**src/rtl/cmp_pkg.sv**
```systemverilog
// Shared definitions for the round-robin compare arbiter: opcodes and FSM states.
package cmp_pkg;

    localparam logic [1:0] OP_GTU = 2'b00;
    localparam logic [1:0] OP_GTS = 2'b01;
    localparam logic [1:0] OP_EQ  = 2'b10;
    localparam logic [1:0] OP_LTS = 2'b11;

    typedef enum logic [1:0] {
        IDLE    = 2'd0,
        COMPARE = 2'd1,
        RESPOND = 2'd2
    } state_t;

endpackage

```
**src/rtl/cmp_arbiter_if.sv**
```systemverilog
// Request/response bundle between requesters and the shared compare arbiter.
interface cmp_arbiter_if #(
    parameter int NUM_REQ = 4,
    parameter int WIDTH   = 32
);
    localparam int ID_W = (NUM_REQ > 1) ? $clog2(NUM_REQ) : 1;

    logic [NUM_REQ-1:0]       req_valid;
    logic [NUM_REQ-1:0]       req_ready;
    logic [NUM_REQ*WIDTH-1:0] req_a;
    logic [NUM_REQ*WIDTH-1:0] req_b;
    logic [NUM_REQ*2-1:0]     req_op;
    logic                     resp_valid;
    logic                     resp_ready;
    logic [ID_W-1:0]          resp_id;
    logic                     resp_result;
    logic                     resp_n;
    logic                     resp_z;

    modport master (
        output req_valid, req_a, req_b, req_op, resp_ready,
        input  req_ready, resp_valid, resp_id, resp_result, resp_n, resp_z
    );

    modport slave (
        input  req_valid, req_a, req_b, req_op, resp_ready,
        output req_ready, resp_valid, resp_id, resp_result, resp_n, resp_z
    );

endinterface

```
**src/rtl/cmp_core.sv**
```systemverilog
// Combinational relational compare: unsigned/signed greater-than, equality, signed less-than.
module cmp_core
    import cmp_pkg::*;
#(
    parameter int WIDTH = 32
) (
    input  logic [WIDTH-1:0] i_a,
    input  logic [WIDTH-1:0] i_b,
    input  logic [1:0]       i_op,
    output logic             o_result,
    output logic             o_n,
    output logic             o_z
);
    logic w_ugt;
    logic w_eq;
    logic w_sdiff;
    logic w_sgt;
    logic w_slt;

    assign w_ugt   = (i_a > i_b);
    assign w_eq    = (i_a == i_b);
    assign w_sdiff = i_a[WIDTH-1] ^ i_b[WIDTH-1];

    // Differing signs decide alone; matching signs reduce to an unsigned compare.
    assign w_sgt = w_sdiff ? i_b[WIDTH-1] : w_ugt;
    assign w_slt = w_sdiff ? i_a[WIDTH-1] : (~w_ugt & ~w_eq);

    always_comb begin
        o_result = 1'b0;
        o_n      = 1'b0;
        case (i_op)
            OP_GTU: o_result = w_ugt;
            OP_GTS: begin
                o_result = w_sgt;
                o_n      = w_slt;
            end
            OP_EQ:  o_result = w_eq;
            OP_LTS: begin
                o_result = w_slt;
                o_n      = w_slt;
            end
            default: o_result = 1'b0;
        endcase
    end

    assign o_z = ~o_result;

endmodule

```
**src/rtl/cmp_arbiter.sv**
```systemverilog
// Round-robin arbiter sharing one compare core among NUM_REQ requesters,
// with a latched request and a registered, tagged response.
module cmp_arbiter
    import cmp_pkg::*;
#(
    parameter int NUM_REQ = 4,
    parameter int WIDTH   = 32
) (
    input  logic          clk,
    input  logic          rst,
    cmp_arbiter_if.slave  bus
);
    localparam int ID_W = (NUM_REQ > 1) ? $clog2(NUM_REQ) : 1;

    state_t             r_state;
    state_t             w_state_nxt;
    logic [ID_W-1:0]    r_rr_ptr;
    logic [ID_W-1:0]    r_id;
    logic [WIDTH-1:0]   r_a;
    logic [WIDTH-1:0]   r_b;
    logic [1:0]         r_op;
    logic               r_resp_valid;
    logic [ID_W-1:0]    r_resp_id;
    logic               r_result;
    logic               r_n;
    logic               r_z;

    logic [NUM_REQ-1:0] w_win;
    logic [NUM_REQ-1:0] w_ready;
    logic [ID_W-1:0]    w_gnt_id;
    logic               w_gnt_vld;
    logic               w_accept;
    logic               w_resp_hs;
    logic               w_result;
    logic               w_n;
    logic               w_z;

    // Valid bits rotated so bit k is requester (rr_ptr + k) mod NUM_REQ.
    assign w_win = NUM_REQ'({bus.req_valid, bus.req_valid} >> r_rr_ptr);

    always_comb begin
        w_gnt_vld = 1'b0;
        w_gnt_id  = '0;
        for (int k = NUM_REQ - 1; k >= 0; k--) begin
            if (w_win[k]) begin
                w_gnt_vld = 1'b1;
                w_gnt_id  = ID_W'(int'(r_rr_ptr) + k -
                                  ((int'(r_rr_ptr) + k >= NUM_REQ) ? NUM_REQ : 0));
            end
        end
    end

    always_comb begin
        w_ready = '0;
        if (r_state == IDLE && w_gnt_vld)
            w_ready[w_gnt_id] = 1'b1;
    end

    assign w_accept  = |w_ready;
    assign w_resp_hs = r_resp_valid & bus.resp_ready;

    always_comb begin
        w_state_nxt = r_state;
        case (r_state)
            IDLE:    if (w_gnt_vld) w_state_nxt = COMPARE;
            COMPARE: w_state_nxt = RESPOND;
            RESPOND: if (bus.resp_ready) w_state_nxt = IDLE;
            default: w_state_nxt = IDLE;
        endcase
    end

    cmp_core #(.WIDTH(WIDTH)) u_core (
        .i_a      (r_a),
        .i_b      (r_b),
        .i_op     (r_op),
        .o_result (w_result),
        .o_n      (w_n),
        .o_z      (w_z)
    );

    always_ff @(posedge clk or posedge rst) begin
        if (rst) begin
            r_state      <= IDLE;
            r_rr_ptr     <= '0;
            r_id         <= '0;
            r_a          <= '0;
            r_b          <= '0;
            r_op         <= '0;
            r_resp_valid <= 1'b0;
            r_resp_id    <= '0;
            r_result     <= 1'b0;
            r_n          <= 1'b0;
            r_z          <= 1'b1;
        end else begin
            r_state <= w_state_nxt;
            if (w_accept) begin
                r_a  <= bus.req_a[w_gnt_id*WIDTH +: WIDTH];
                r_b  <= bus.req_b[w_gnt_id*WIDTH +: WIDTH];
                r_op <= bus.req_op[w_gnt_id*2 +: 2];
                r_id <= w_gnt_id;
            end
            if (r_state == COMPARE) begin
                r_resp_valid <= 1'b1;
                r_resp_id    <= r_id;
                r_result     <= w_result;
                r_n          <= w_n;
                r_z          <= w_z;
            end else if (w_resp_hs) begin
                r_resp_valid <= 1'b0;
            end
            if (w_resp_hs)
                r_rr_ptr <= (r_resp_id == ID_W'(NUM_REQ - 1)) ? '0 : r_resp_id + 1'b1;
        end
    end

    assign bus.req_ready   = w_ready;
    assign bus.resp_valid  = r_resp_valid;
    assign bus.resp_id     = r_resp_id;
    assign bus.resp_result = r_result;
    assign bus.resp_n      = r_n;
    assign bus.resp_z      = r_z;

endmodule

```
**src/flat_wrapper.sv**
```systemverilog
// flat-port wrapper written by rule: the top's interface ports become plain ports
module cmp_arbiter_flat import cmp_pkg::*;
#(
    parameter int NUM_REQ = 4,
    parameter int WIDTH   = 32
)
  (clk, rst, bus_req_valid, bus_req_a, bus_req_b, bus_req_op, bus_resp_ready, bus_req_ready, bus_resp_valid, bus_resp_id, bus_resp_result, bus_resp_n, bus_resp_z);
  cmp_arbiter_if #(.NUM_REQ(NUM_REQ), .WIDTH(WIDTH)) bus_i ();
  input  logic clk;
  input  logic rst;
  input wire logic [$bits(bus_i.req_valid)-1:0] bus_req_valid;
  input wire logic [$bits(bus_i.req_a)-1:0] bus_req_a;
  input wire logic [$bits(bus_i.req_b)-1:0] bus_req_b;
  input wire logic [$bits(bus_i.req_op)-1:0] bus_req_op;
  input wire logic [$bits(bus_i.resp_ready)-1:0] bus_resp_ready;
  output wire logic [$bits(bus_i.req_ready)-1:0] bus_req_ready;
  output wire logic [$bits(bus_i.resp_valid)-1:0] bus_resp_valid;
  output wire logic [$bits(bus_i.resp_id)-1:0] bus_resp_id;
  output wire logic [$bits(bus_i.resp_result)-1:0] bus_resp_result;
  output wire logic [$bits(bus_i.resp_n)-1:0] bus_resp_n;
  output wire logic [$bits(bus_i.resp_z)-1:0] bus_resp_z;
  assign bus_i.req_valid = bus_req_valid;
  assign bus_i.req_a = bus_req_a;
  assign bus_i.req_b = bus_req_b;
  assign bus_i.req_op = bus_req_op;
  assign bus_i.resp_ready = bus_resp_ready;
  assign bus_req_ready = bus_i.req_ready;
  assign bus_resp_valid = bus_i.resp_valid;
  assign bus_resp_id = bus_i.resp_id;
  assign bus_resp_result = bus_i.resp_result;
  assign bus_resp_n = bus_i.resp_n;
  assign bus_resp_z = bus_i.resp_z;
  cmp_arbiter #(.NUM_REQ(NUM_REQ), .WIDTH(WIDTH)) u_core (.clk(clk), .rst(rst), .bus(bus_i));
endmodule
```
**config.mk**
```make
export PLATFORM = sky130hd
export DESIGN_NAME = cmp_arbiter_flat
export DESIGN_NICKNAME = d
export VERILOG_FILES = /design/src/rtl/cmp_pkg.sv /design/src/rtl/cmp_arbiter_if.sv /design/src/rtl/cmp_core.sv /design/src/rtl/cmp_arbiter.sv /design/src/flat_wrapper.sv
export SDC_FILE = /design/constraint.sdc
export NUM_CORES = 1
export LEC_CHECK = 0
export BUFFER_PORTS_ARGS = -buffer_cell sky130_fd_sc_hd__buf_4
export CAP_MARGIN = 25
export CORE_MARGIN = 3
export CORE_UTILIZATION = 50
export DETAILED_ROUTE_END_ITERATION = 6
export GPL_ROUTABILITY_DRIVEN = 1
export PLACE_DENSITY = 0.89
export SYNTH_ARGS = -nofsm -noshare
export SYNTH_HDL_FRONTEND = slang
export SYNTH_HIERARCHICAL = 1
export SYNTH_SLANG_ARGS = --single-unit
export TNS_END_PERCENT = 20
```
**constraint.sdc**
```tcl
create_clock -name clk -period 6.31 [get_ports clk]
set_clock_uncertainty 0.15 [all_clocks]
set_input_delay 0.9465 -clock clk [delete_from_list [all_inputs] [get_ports clk]]
set_output_delay 0.9465 -clock clk [all_outputs]
set_load 0.1 [all_outputs]
```
==> qor.csv, run 1 <==
metric,value,unit
timing_worst_slew_pin_value,0.9539,ns
slowest_stage_cell_crit_path,inv_6,
die_width,110.0,µm
cp-startpoint,bus_req_valid[1],
peakVddDrop,0.4399,mV
grt_antenna_before_repair,0,
synth.top_cell.area_share,35.65,%
clkLatencyLatePin,0.34,ns
synthTopCellsByCount,"77 x dfrtp_1, 74 x nor2_1, 68 x a221oi_1, 66 x mux2i_1, 66 x o22ai_1",
synthSimpleGateAreaFrac,12.04,%
finalHoldViolCount,0,
finalNetCount,1136,
grt_max_degree,79,
critical_path_cell_sequence,"buf_4, nor2_1, a211o_2, inv_6, nand2_2, buf_4, nor2_1, buf_4",
critical_path_required,5.21,ns
critPathTopFamily,buffers and inverters,
worstReg2RegStart,u_core/r_b[7]$_DFFE_PP0P_,
stdcell_area,0.007750,mm²
fillCellCount,715,
routed_via_density,5.863,
crit_type,primary input to primary output,
synth_compound_gate_area_share,24.38,%
setup_tns,0,ns
maxClockFrequency,0.2594,GHz
synth_warnings,6,
met3_length,1164,µm
critical_path.endpoint,bus_req_ready[1],
clkTransAtPathRegs,0.07,ns
critical-path-max-stage-delay,0.38,ns
syn_avg_cell_area,9.335,µm²
cts.htree.levels,3,
seq_area_frac_synth,36.13,%
yosysMostFrequentCell,dfrtp_1,
synth_adder_area_share,7.639,%
met2RoutedLength,9475,µm
xor_and_xnor_fraction_of_the_mapped_netlist_area,0,%
initial_utilization,51.89,%
die_height,110.0,µm
post_synth_cell_types,47,
cts.sink_count,78,
first_iter_violations,384,
fin_util,74.40,%
cts_buffers,9,
number_of_global_route_vias_before_repair,5661,
gp_congestion,0.8022,
cp-start-kind,primary input,
path_common_cell,buf_4,
max-cap-violations,0,
dpl_cell_area,0.007527,mm²
critPathMaxFanout,71,
wire_length_of_the_first_global_routing_pass,26010,µm
globalRouteTotalUtil,27.06,%
globalRoute.totalOverflow,0,
dominant_synthesized_flop_cell,dfrtp_1,
reg2reg_slack,3.69,ns
post_cts_resized,0,
period_share,61.10,%
synth_top_cells_by_area,"dfrtp_1 36%, mux2i_1 12%, a221oi_1 11%",
drt_wl_total,17540,µm
synth_enable_flop_cells,0,
tritoncts_clock_tree,built,
setup_viol_count_final,0,
power_density,459.0,mW/mm²
synth_top_family_by_area,compound AO/OA/AOI/OAI gates,
dp_hpwl,13530,µm
route.top_layer_used,met4,
cts_post_setup_buffers_inserted,0,
crit-reg2reg-capture,u_core/bus.resp_z$_DFFE_PP1P_,
io_pins,281,
clk_root_buffer_cell,clkbuf_8,
final-max-slew-violation-count,0,
portBuffers,280,
final_layout_size_suffix_gt1_share,38.23,%
rr_worst_depth,10,
wire_per_inst,18.02,µm
hold_path.class,flop to flop,
antenna_cells_inserted,0,
p_leak,3.918,nW
synth_area,0.005405,mm²
period_needed,3.856,ns
muxShareOfSynthArea,12.43,%
fp.coreArea,0.01042,mm²
synth_cells,579,
synth_async_sr_flop_share,100.0,%
synth_area_leader_cell,dfrtp_1,
worst_ep_arrival_time,2.76,ns
design.die.area,0.01209,mm²
areaGrowthSynthToFinish,43.38,%
postSynthRegisterBits,78,
fp-row-count,37,
cts_max_path_buffers,2,
relSlewSlack,36.41,%
report.power.total,3.557,mW
critPathCaptureType,primary output,
remaining_drc_errors,0,
worst_path_bufs_invs,4,
cts_hold_buffers,0,
mappedNetlistNets,883,
rsz0062_at_grt,false,
outcome,"complete, no violations",
routed-via-count,5705,
routedLengthMet1,6593,µm
critical_path_depth,8,
detailedRoute.firstPassIterationCount,5,
route.antenna.remaining_nets,0,
==> layout by cell type (no fill, tap or decap), types with 2 or more instances in the layout <==
master,instances
o21ai_0,12
nand3_1,2
and2_1,4
o22ai_1,66
nand2_1,31
ha_1,33
dfrtp_1,77
a21oi_1,14
mux2i_1,66
inv_1,37
inv_6,2
nor2_1,74
nand4_1,7
nand2b_1,5
buf_4,286
o32ai_2,2
nor2b_1,3
a31oi_1,2
clkbuf_8,10
and3_1,2
bufinv_16,2
clkinv_2,2
nand2_2,2
a221oi_1,68
==> power breakdown <==
part | leakage [nW] | internal [mW] | switching [mW]
logic | 2.91 | 0.883 | 1.31
registers | 0.897 | 0.771 | 0.179
clock network | 0.110 | 0.235 | 0.179
==> tightest hold or removal path, delay by kind of cell (launching register included) <==
kind / cells / cell delay, ns
flops: 1 / 0.38
simple gates: 2 / 0.10
==> cells by family after synthesis <==
group                    after synthesis
AO/OA/AOI/OAI                        178
adder cells (fa/ha/maj)               33
buffers and inverters                 84
flip-flops                            78
multiplexers                          67
AND/OR/NAND/NOR                      139
==> sequential cells by signal (all words and copies together) (netlist names), 2 cells and up <==
signal and flops:
u_core/r_op 2, u_core/r_id 2, u_core/r_rr_ptr 2, u_core/bus.resp_id 2
u_core/r_b 32, u_core/r_a 32, u_core/r_state 2
==> cell type report <==
cell class | instances | area (µm²) | area share [%]
Clock buffer | 11 | 141.4 | 1.824
Clock inverter | 5 | 81.33 | 1.049
Inverter | 39 | 152.6 | 1.970
Multi-Input combinational cell | 417 | 3084 | 39.80
Sequential cell | 78 | 1953 | 25.20
Tap cell | 136 | 170.2 | 2.196
Timing Repair Buffer | 287 | 2167 | 27.96
==> per-layer routing <==
| layer | vias up | track usage (%) |
|---|---|---|
| li1 | 2707 | - |
| met1 | 2724 | 32.25 |
| met2 | 248 | 50.13 |
| met3 | 26 | 4.252 |
| met4 | 0 | 7.480 |
| met5 | - | 0 |
==> how the worst min path moves through the flow <==
stage,start,endpoint,cells past startpoint
after floorplan,u_core/r_id[0]$_DFFE_PP0P_,u_core/bus.resp_id[0]$_DFFE_PP0P_,2
after detailed placement,u_core/bus.resp_z$_DFFE_PP1P_,u_core/bus.resp_z$_DFFE_PP1P_,2
after global routing,u_core/bus.resp_z$_DFFE_PP1P_,u_core/bus.resp_z$_DFFE_PP1P_,2
after CTS,u_core/bus.resp_z$_DFFE_PP1P_,u_core/bus.resp_z$_DFFE_PP1P_,2
final,u_core/bus.resp_z$_DFFE_PP1P_,u_core/bus.resp_z$_DFFE_PP1P_,2
after global placement,u_core/r_id[0]$_DFFE_PP0P_,u_core/bus.resp_id[0]$_DFFE_PP0P_,2
==> metrics by stage <==
| step | hold slack [ns] | setup slack, ns | instances |
|---|---|---|---|
| 2_1_floorplan | 0.2886 | 2.197 | 579 |
| 3_3_place_gp | 0.3002 | 2.495 | 956 |
| 3_5_place_dp | 0.3099 | 2.438 | 957 |
| 4_1_cts | 0.3220 | 2.431 | 973 |
| 5_1_grt | 0.3481 | 2.278 | 973 |
| 6_report | 0.3224 | 2.454 | 973 |
Power figures use the tool's default switching activity.
==> run 2, diff against run 1 <==
Settings changed: CORE_UTILIZATION 50 to 46, PLACE_DENSITY 0.89 to 0.83.
Clock period 6.31 ns to 3.77 ns, I/O delays scaled along.
==> run 2 against run 1 <==
Against the previous run: count of clock-buffer cells in the layout increased by 2; setup slack got worse by 1.5 ns; register-to-register slack worse by 2.5 ns; combinational power up 67%; wire length is 1.6% lower; sequential power grew 68%; global-route usage fell by 1.8 points; first-iteration DRC count shrank 6.0%; final cell count rose by 0.72%; die area is 8.2% higher; via count down 1.7%.
==> qor.csv, run 2 (synthesis gave the netlist of run 1 again) <==
metric,value,unit,change
outcome,"complete, no violations",,unchanged
portBuffers,280,,unchanged
timing_worst_slew_pin_value,0.7349,ns,was 0.9539 ns
setup_tns,0,ns,unchanged
detailedRoute.firstPassIterationCount,4,,was 5
route.antenna.remaining_nets,0,,unchanged
worst_ep_arrival_time,2.05,ns,was 2.76 ns
critical_path_cell_sequence,"buf_4, nor2_1, a211o_2, inv_6, and3_1, buf_4",,"was buf_4, nor2_1, a211o_2, inv_6, nand2_2, buf_4, nor2_1, buf_4"
p_leak,3.994,nW,was 3.918 nW
clk_root_buffer_cell,clkbuf_16,,was clkbuf_8
io_pins,281,,unchanged
whs,0.1210,ns,was 0.3224 ns
drt_wl_total,17250,µm,was 17540 µm
final_layout_size_suffix_gt1_share,38.33,%,was 38.23%
worst_path_bufs_invs,3,,was 4
period_needed,2.768,ns,
power_density,789.4,mW/mm²,was 459.0 mW/mm²
initial_utilization,48.38,%,was 51.89%
max-cap-violations,0,,unchanged
grt_max_degree,72,,was 79
slowest_stage_cell_crit_path,a211o_2,,was inv_6
finalHoldViolCount,0,,unchanged
remaining_drc_errors,0,,unchanged
cts_max_path_buffers,2,,unchanged
final-max-slew-violation-count,0,,unchanged
number_of_global_route_vias_before_repair,5794,,was 5661
layout_commonest_cell,buf_4,,unchanged
relSlewSlack,51.01,%,was 36.41%
peakVddDrop,0.7087,mV,was 0.4399 mV
biggestRegsByFlops,"u_core/r_a x32, u_core/r_b x32",,unchanged
rsz0062_at_grt,false,,unchanged
hold_path.class,primary input to asynchronous set/reset pin,,was flop to flop
clkTransAtPathRegs,0.06,ns,was 0.07 ns
layout.cells.most_common_list,"289 x buf_4, 77 x dfrtp_1, 74 x nor2_1, 68 x a221oi_1",,"was 286 x buf_4, 77 x dfrtp_1, 74 x nor2_1, 68 x a221oi_1"
rr_worst_depth,10,,unchanged
dp_hpwl,13450,µm,was 13530 µm
critical_path_required,3.05,ns,was 5.21 ns
cts.sink_count,78,,unchanged
areaGrowthSynthToFinish,46.25,%,was 43.38%
wire_per_inst,17.60,µm,was 18.02 µm
clkLatencyLatePin,0.32,ns,was 0.34 ns
critical_path_depth,6,,was 8
antenna_cells_inserted,0,,unchanged
finalNetCount,1139,,was 1136
fp-row-count,38,,was 37
critPathTopFamily,buffers and inverters,,unchanged
setup_viol_count_final,0,,unchanged
wire_length_of_the_first_global_routing_pass,26970,µm,was 26010 µm
tritoncts_clock_tree,built,,unchanged
critPathMaxFanout,71,,unchanged
die_height,114.4,µm,was 110.0 µm
gp_congestion,0.8889,,was 0.8022
crit_type,primary input to primary output,,unchanged
cts_buffers,9,,unchanged
routed-via-count,5608,,was 5705
post_cts_resized,0,,unchanged
cts_hold_buffers,0,,unchanged
routed_via_density,5.722,,was 5.863
die_width,114.4,µm,was 110.0 µm
maxClockFrequency,0.3613,GHz,
critPathCaptureType,primary output,,unchanged
design.die.area,0.01309,mm²,was 0.01209 mm²
cp-start-kind,primary input,,unchanged
critical-path-max-stage-delay,0.37,ns,was 0.38 ns
period_share,73.41,%,
cts_post_setup_buffers_inserted,0,,unchanged
globalRoute.totalOverflow,0,,unchanged
first_iter_violations,361,,was 384
grt_antenna_before_repair,0,,unchanged
path_common_cell,buf_4,,unchanged
globalRouteTotalUtil,25.25,%,was 27.06%
fp.coreArea,0.01117,mm²,was 0.01042 mm²
cts.htree.levels,3,,unchanged
## run 2: changes by cell type in the layout (fill, tap and decap cells not counted)
| cell | before | now |
|---|---|---|
| clkbuf_16 | 0 | 9 |
| clkbuf_8 | 10 | 2 |
| buf_4 | 286 | 289 |
| bufinv_16 | 2 | 3 |
| clkbuf_1 | 1 | 2 |
| clkinv_2 | 2 | 1 |
| clkinvlp_4 | 1 | 0 |
| inv_6 | 2 | 1 |
## run 2: report_power, final
part	switching (mW)	internal, mW
sequential	0.303	1.29
clock	0.314	0.684
combinational	2.17	1.48
## run 2: cell type report
class / count / area [µm²]
fill: 851 / 3268
multi-input combinational: 417 / 3084
timing repair buffer: 290 / 2190
sequential: 78 / 1953
clock buffer: 13 / 260.3
tap: 140 / 175.2
inverter: 39 / 152.6
clock inverter: 3 / 90.09
## run 2: layer usage
metal	GRT usage [%]	share of wire (%)
met1	31.33	39
met2	45.87	53
met3	3.224	6.1
met4	6.968	1.3
met5	0	0
## run 2: path summary, 6_finish.rpt
| path | endpoint | startpoint | slack [ns] |
|---|---|---|---|
| worst max register to register | u_core/bus.resp_z$_DFFE_PP1P_ | u_core/r_b[7]$_DFFE_PP0P_ | 1.24 |
| worst max-delay path | bus_req_ready[0] | bus_req_valid[2] | 1.00 |
| worst min register to register | u_core/bus.resp_id[0]$_DFFE_PP0P_ | u_core/r_id[0]$_DFFE_PP0P_ | 0.32 |
| max in group asynchronous | u_core/r_a[2]$_DFFE_PP0P_ | rst | 2.61 |
| min in group clk | u_core/r_state[1]$_DFFE_PP0P_ | bus_resp_ready | 0.32 |
| worst min-delay path | u_core/r_b[21]$_DFFE_PP0P_ | rst | 0.12 |
## run 2: per-stage QoR
| stage | instance area (µm²) | utilization [%] | power [mW] | worst slack (ns) | instances |
|---|---|---|---|---|---|
| detailed placement | 7555 | 67.61 | 5.227 | 1.033 | 964 |
| finish | 7905 | 70.75 | 6.241 | 1.002 | 980 |
| CTS | 7905 | 70.75 | 6.253 | 1.016 | 980 |
| floorplan | 5405 | - | 4.326 | 0.4192 | 579 |
| global placement | 7535 | 67.44 | 5.087 | 1.046 | 963 |
| global route | 7905 | 70.75 | 6.735 | 0.9390 | 980 |
==> run 3, diff against run 2 <==
Clock period 3.77 ns to 2.8 ns, I/O delays scaled along.
==> run 3 against run 2 <==
Against the previous run: count of clock-buffer cells in the layout decreased by 4; highest routed layer unchanged; non-clock buffer count increased by 3; critical path type is now flop to primary output; final cell count increased by 0.20%; critical endpoint unchanged; die area unchanged.
==> qor.csv, run 3 (synthesis gave the netlist of run 1 again) <==
metric,value,unit,change
report.power.total,8.504,mW,was 6.241 mW
finalHoldViolCount,0,,unchanged
clk_root_buffer_cell,clkbuf_16,,unchanged
gp_congestion,0.8503,,was 0.8889
wire_length_of_the_first_global_routing_pass,27900,µm,was 26970 µm
relSlewSlack,53.33,%,was 51.01%
die_width,114.4,µm,unchanged
cp-start-kind,flop,,was primary input
timing_worst_slew_pin_value,0.7001,ns,was 0.7349 ns
wire_per_inst,18.17,µm,was 17.60 µm
final_critical_path_setup_slack,0.1093,ns,was 1.002 ns
finalNetCount,1142,,was 1139
cts.sink_count,78,,unchanged
biggestRegsByFlops,"u_core/r_a x32, u_core/r_b x32",,unchanged
cts.htree.levels,3,,unchanged
period_share,96.10,%,
clkTransAtPathRegs,0.06,ns,about the same
number_of_global_route_vias_before_repair,6065,,was 5794
critPathCaptureType,primary output,,unchanged
fillCellCount,846,,was 851
critPathTopFamily,compound AO/OA/AOI/OAI gates,,was buffers and inverters
route.antenna.remaining_nets,0,,unchanged
critical_path_cell_sequence,"a21boi_0, o221ai_4, and3_1, buf_4",,"was buf_4, nor2_1, a211o_2, inv_6, and3_1, buf_4"
grt_antenna_before_repair,0,,unchanged
design.die.area,0.01309,mm²,unchanged
remaining_drc_errors,0,,unchanged
detailedRoute.firstPassIterationCount,5,,was 4
cts_buffers,9,,unchanged
critical_path_required,2.23,ns,was 3.05 ns
critPathMaxFanout,10,,was 71
portBuffers,280,,unchanged
setup_viol_count_final,0,,unchanged
grt_max_degree,67,,was 72
cts_post_setup_buffers_inserted,0,,unchanged
worst_ep_arrival_time,2.12,ns,was 2.05 ns
power_density,1067,mW/mm²,was 789.4 mW/mm²
layout_commonest_cell,buf_4,,unchanged
initial_utilization,48.38,%,unchanged
setup_tns,0,ns,unchanged
final-max-slew-violation-count,0,,unchanged
routed_via_density,5.846,,was 5.722
max-cap-violations,0,,unchanged
fin_util,71.33,%,was 70.75%
maxClockFrequency,0.3717,GHz,
tritoncts_clock_tree,built,,unchanged
drt_wl_total,17840,µm,was 17250 µm
clkLatencyLatePin,0.34,ns,was 0.32 ns
fp.coreArea,0.01117,mm²,unchanged
fp-row-count,38,,unchanged
p_leak,4.017,nW,was 3.994 nW
outcome,"complete, no violations",,unchanged
critical-path-max-stage-delay,0.57,ns,was 0.37 ns
slowest_stage_cell_crit_path,dfrtp_1,,was a211o_2
final_layout_size_suffix_gt1_share,38.84,%,was 38.33%
first_iter_violations,416,,was 361
io_pins,281,,unchanged
crit_type,flop to primary output,,was primary input to primary output
preCtsSetupSlack,0.2493,ns,was 1.033 ns
cts_max_path_buffers,2,,unchanged
period_needed,2.691,ns,
antenna_cells_inserted,0,,unchanged
globalRouteTotalUtil,26.52,%,was 25.25%
peakVddDrop,0.8459,mV,was 0.7087 mV
layout.cells.most_common_list,"288 x buf_4, 77 x dfrtp_1, 73 x nor2_1, 67 x a221oi_1",,"was 289 x buf_4, 77 x dfrtp_1, 74 x nor2_1, 68 x a221oi_1"
dp_hpwl,13750,µm,was 13450 µm
rsz0062_at_grt,false,,unchanged
worst_path_bufs_invs,1,,was 3
globalRoute.totalOverflow,0,,unchanged
routed-via-count,5741,,was 5608
areaGrowthSynthToFinish,47.45,%,was 46.25%
die_height,114.4,µm,unchanged
hold_path.class,primary input to flop,,was primary input to asynchronous set/reset pin
run 3: report_power, final:
group	total, mW	internal [mW]	switching (mW)
registers	2.15	1.74	0.406
logic	5.03	2.05	2.98
clock network	1.32	0.865	0.456
total	8.50	4.66	3.84
run 3: layout make-up:
| cell class | instances | area [µm²] | area share (%) |
|---|---|---|---|
| inverters | 39 | 152.6 | 1.915 |
| clock buffers | 9 | 225.2 | 2.826 |
| clock inverters | 6 | 111.4 | 1.397 |
| multi-input cells | 417 | 3093 | 38.81 |
| well taps | 140 | 175.2 | 2.198 |
| repair buffers | 293 | 2260 | 28.35 |
| flip-flops and latches | 78 | 1953 | 24.51 |
run 3: metal layers:
metal | track usage [%] | part of all wire (%) | vias to the layer above | routed length [µm]
met5 | 0 | 0 | - | 0
met4 | 11.56 | 3.4 | 0 | 615
met3 | 4.915 | 6.8 | 49 | 1217
met2 | 48.54 | 53 | 275 | 9414
met1 | 29.81 | 37 | 2700 | 6594
li1 | - | - | 2717 | -
run 3: worst paths after layout:
kind	startpoint	endpoint	slack (ns)	cells after the start
hold / removal	bus_resp_ready	u_core/r_state[1]$_DFFE_PP0P_	0.18	2
setup / recovery	u_core/r_rr_ptr[1]$_DFFE_PP0P_	bus_req_ready[0]	0.11	4
max in group asynchronous	rst	u_core/r_a[26]$_DFFE_PP0P_	1.43	5
min in group asynchronous	rst	u_core/r_b[21]$_DFFE_PP0P_	0.35	3
hold reg to reg	u_core/bus.resp_z$_DFFE_PP1P_	u_core/bus.resp_z$_DFFE_PP1P_	0.33	2
setup reg to reg	u_core/r_b[7]$_DFFE_PP0P_	u_core/bus.resp_z$_DFFE_PP1P_	0.27	10
run 3: through the flow:
step	instance area, µm²	hold slack [ns]	instances
6_report	7970	0.1786	982
2_1_floorplan	5408	0.2886	579
3_5_place_dp	7590	0.3196	965
3_3_place_gp	7570	0.3006	964
4_1_cts	7926	0.1320	980
5_1_grt	7970	0.1810	982
run 3: what timing repair did:
item                                    in CTS  in global routing
hold endpoints to repair                     0                  2
endpoints found under the setup margin       0                  3
hold buffers                                 0                  1
resized for setup                            0                  1
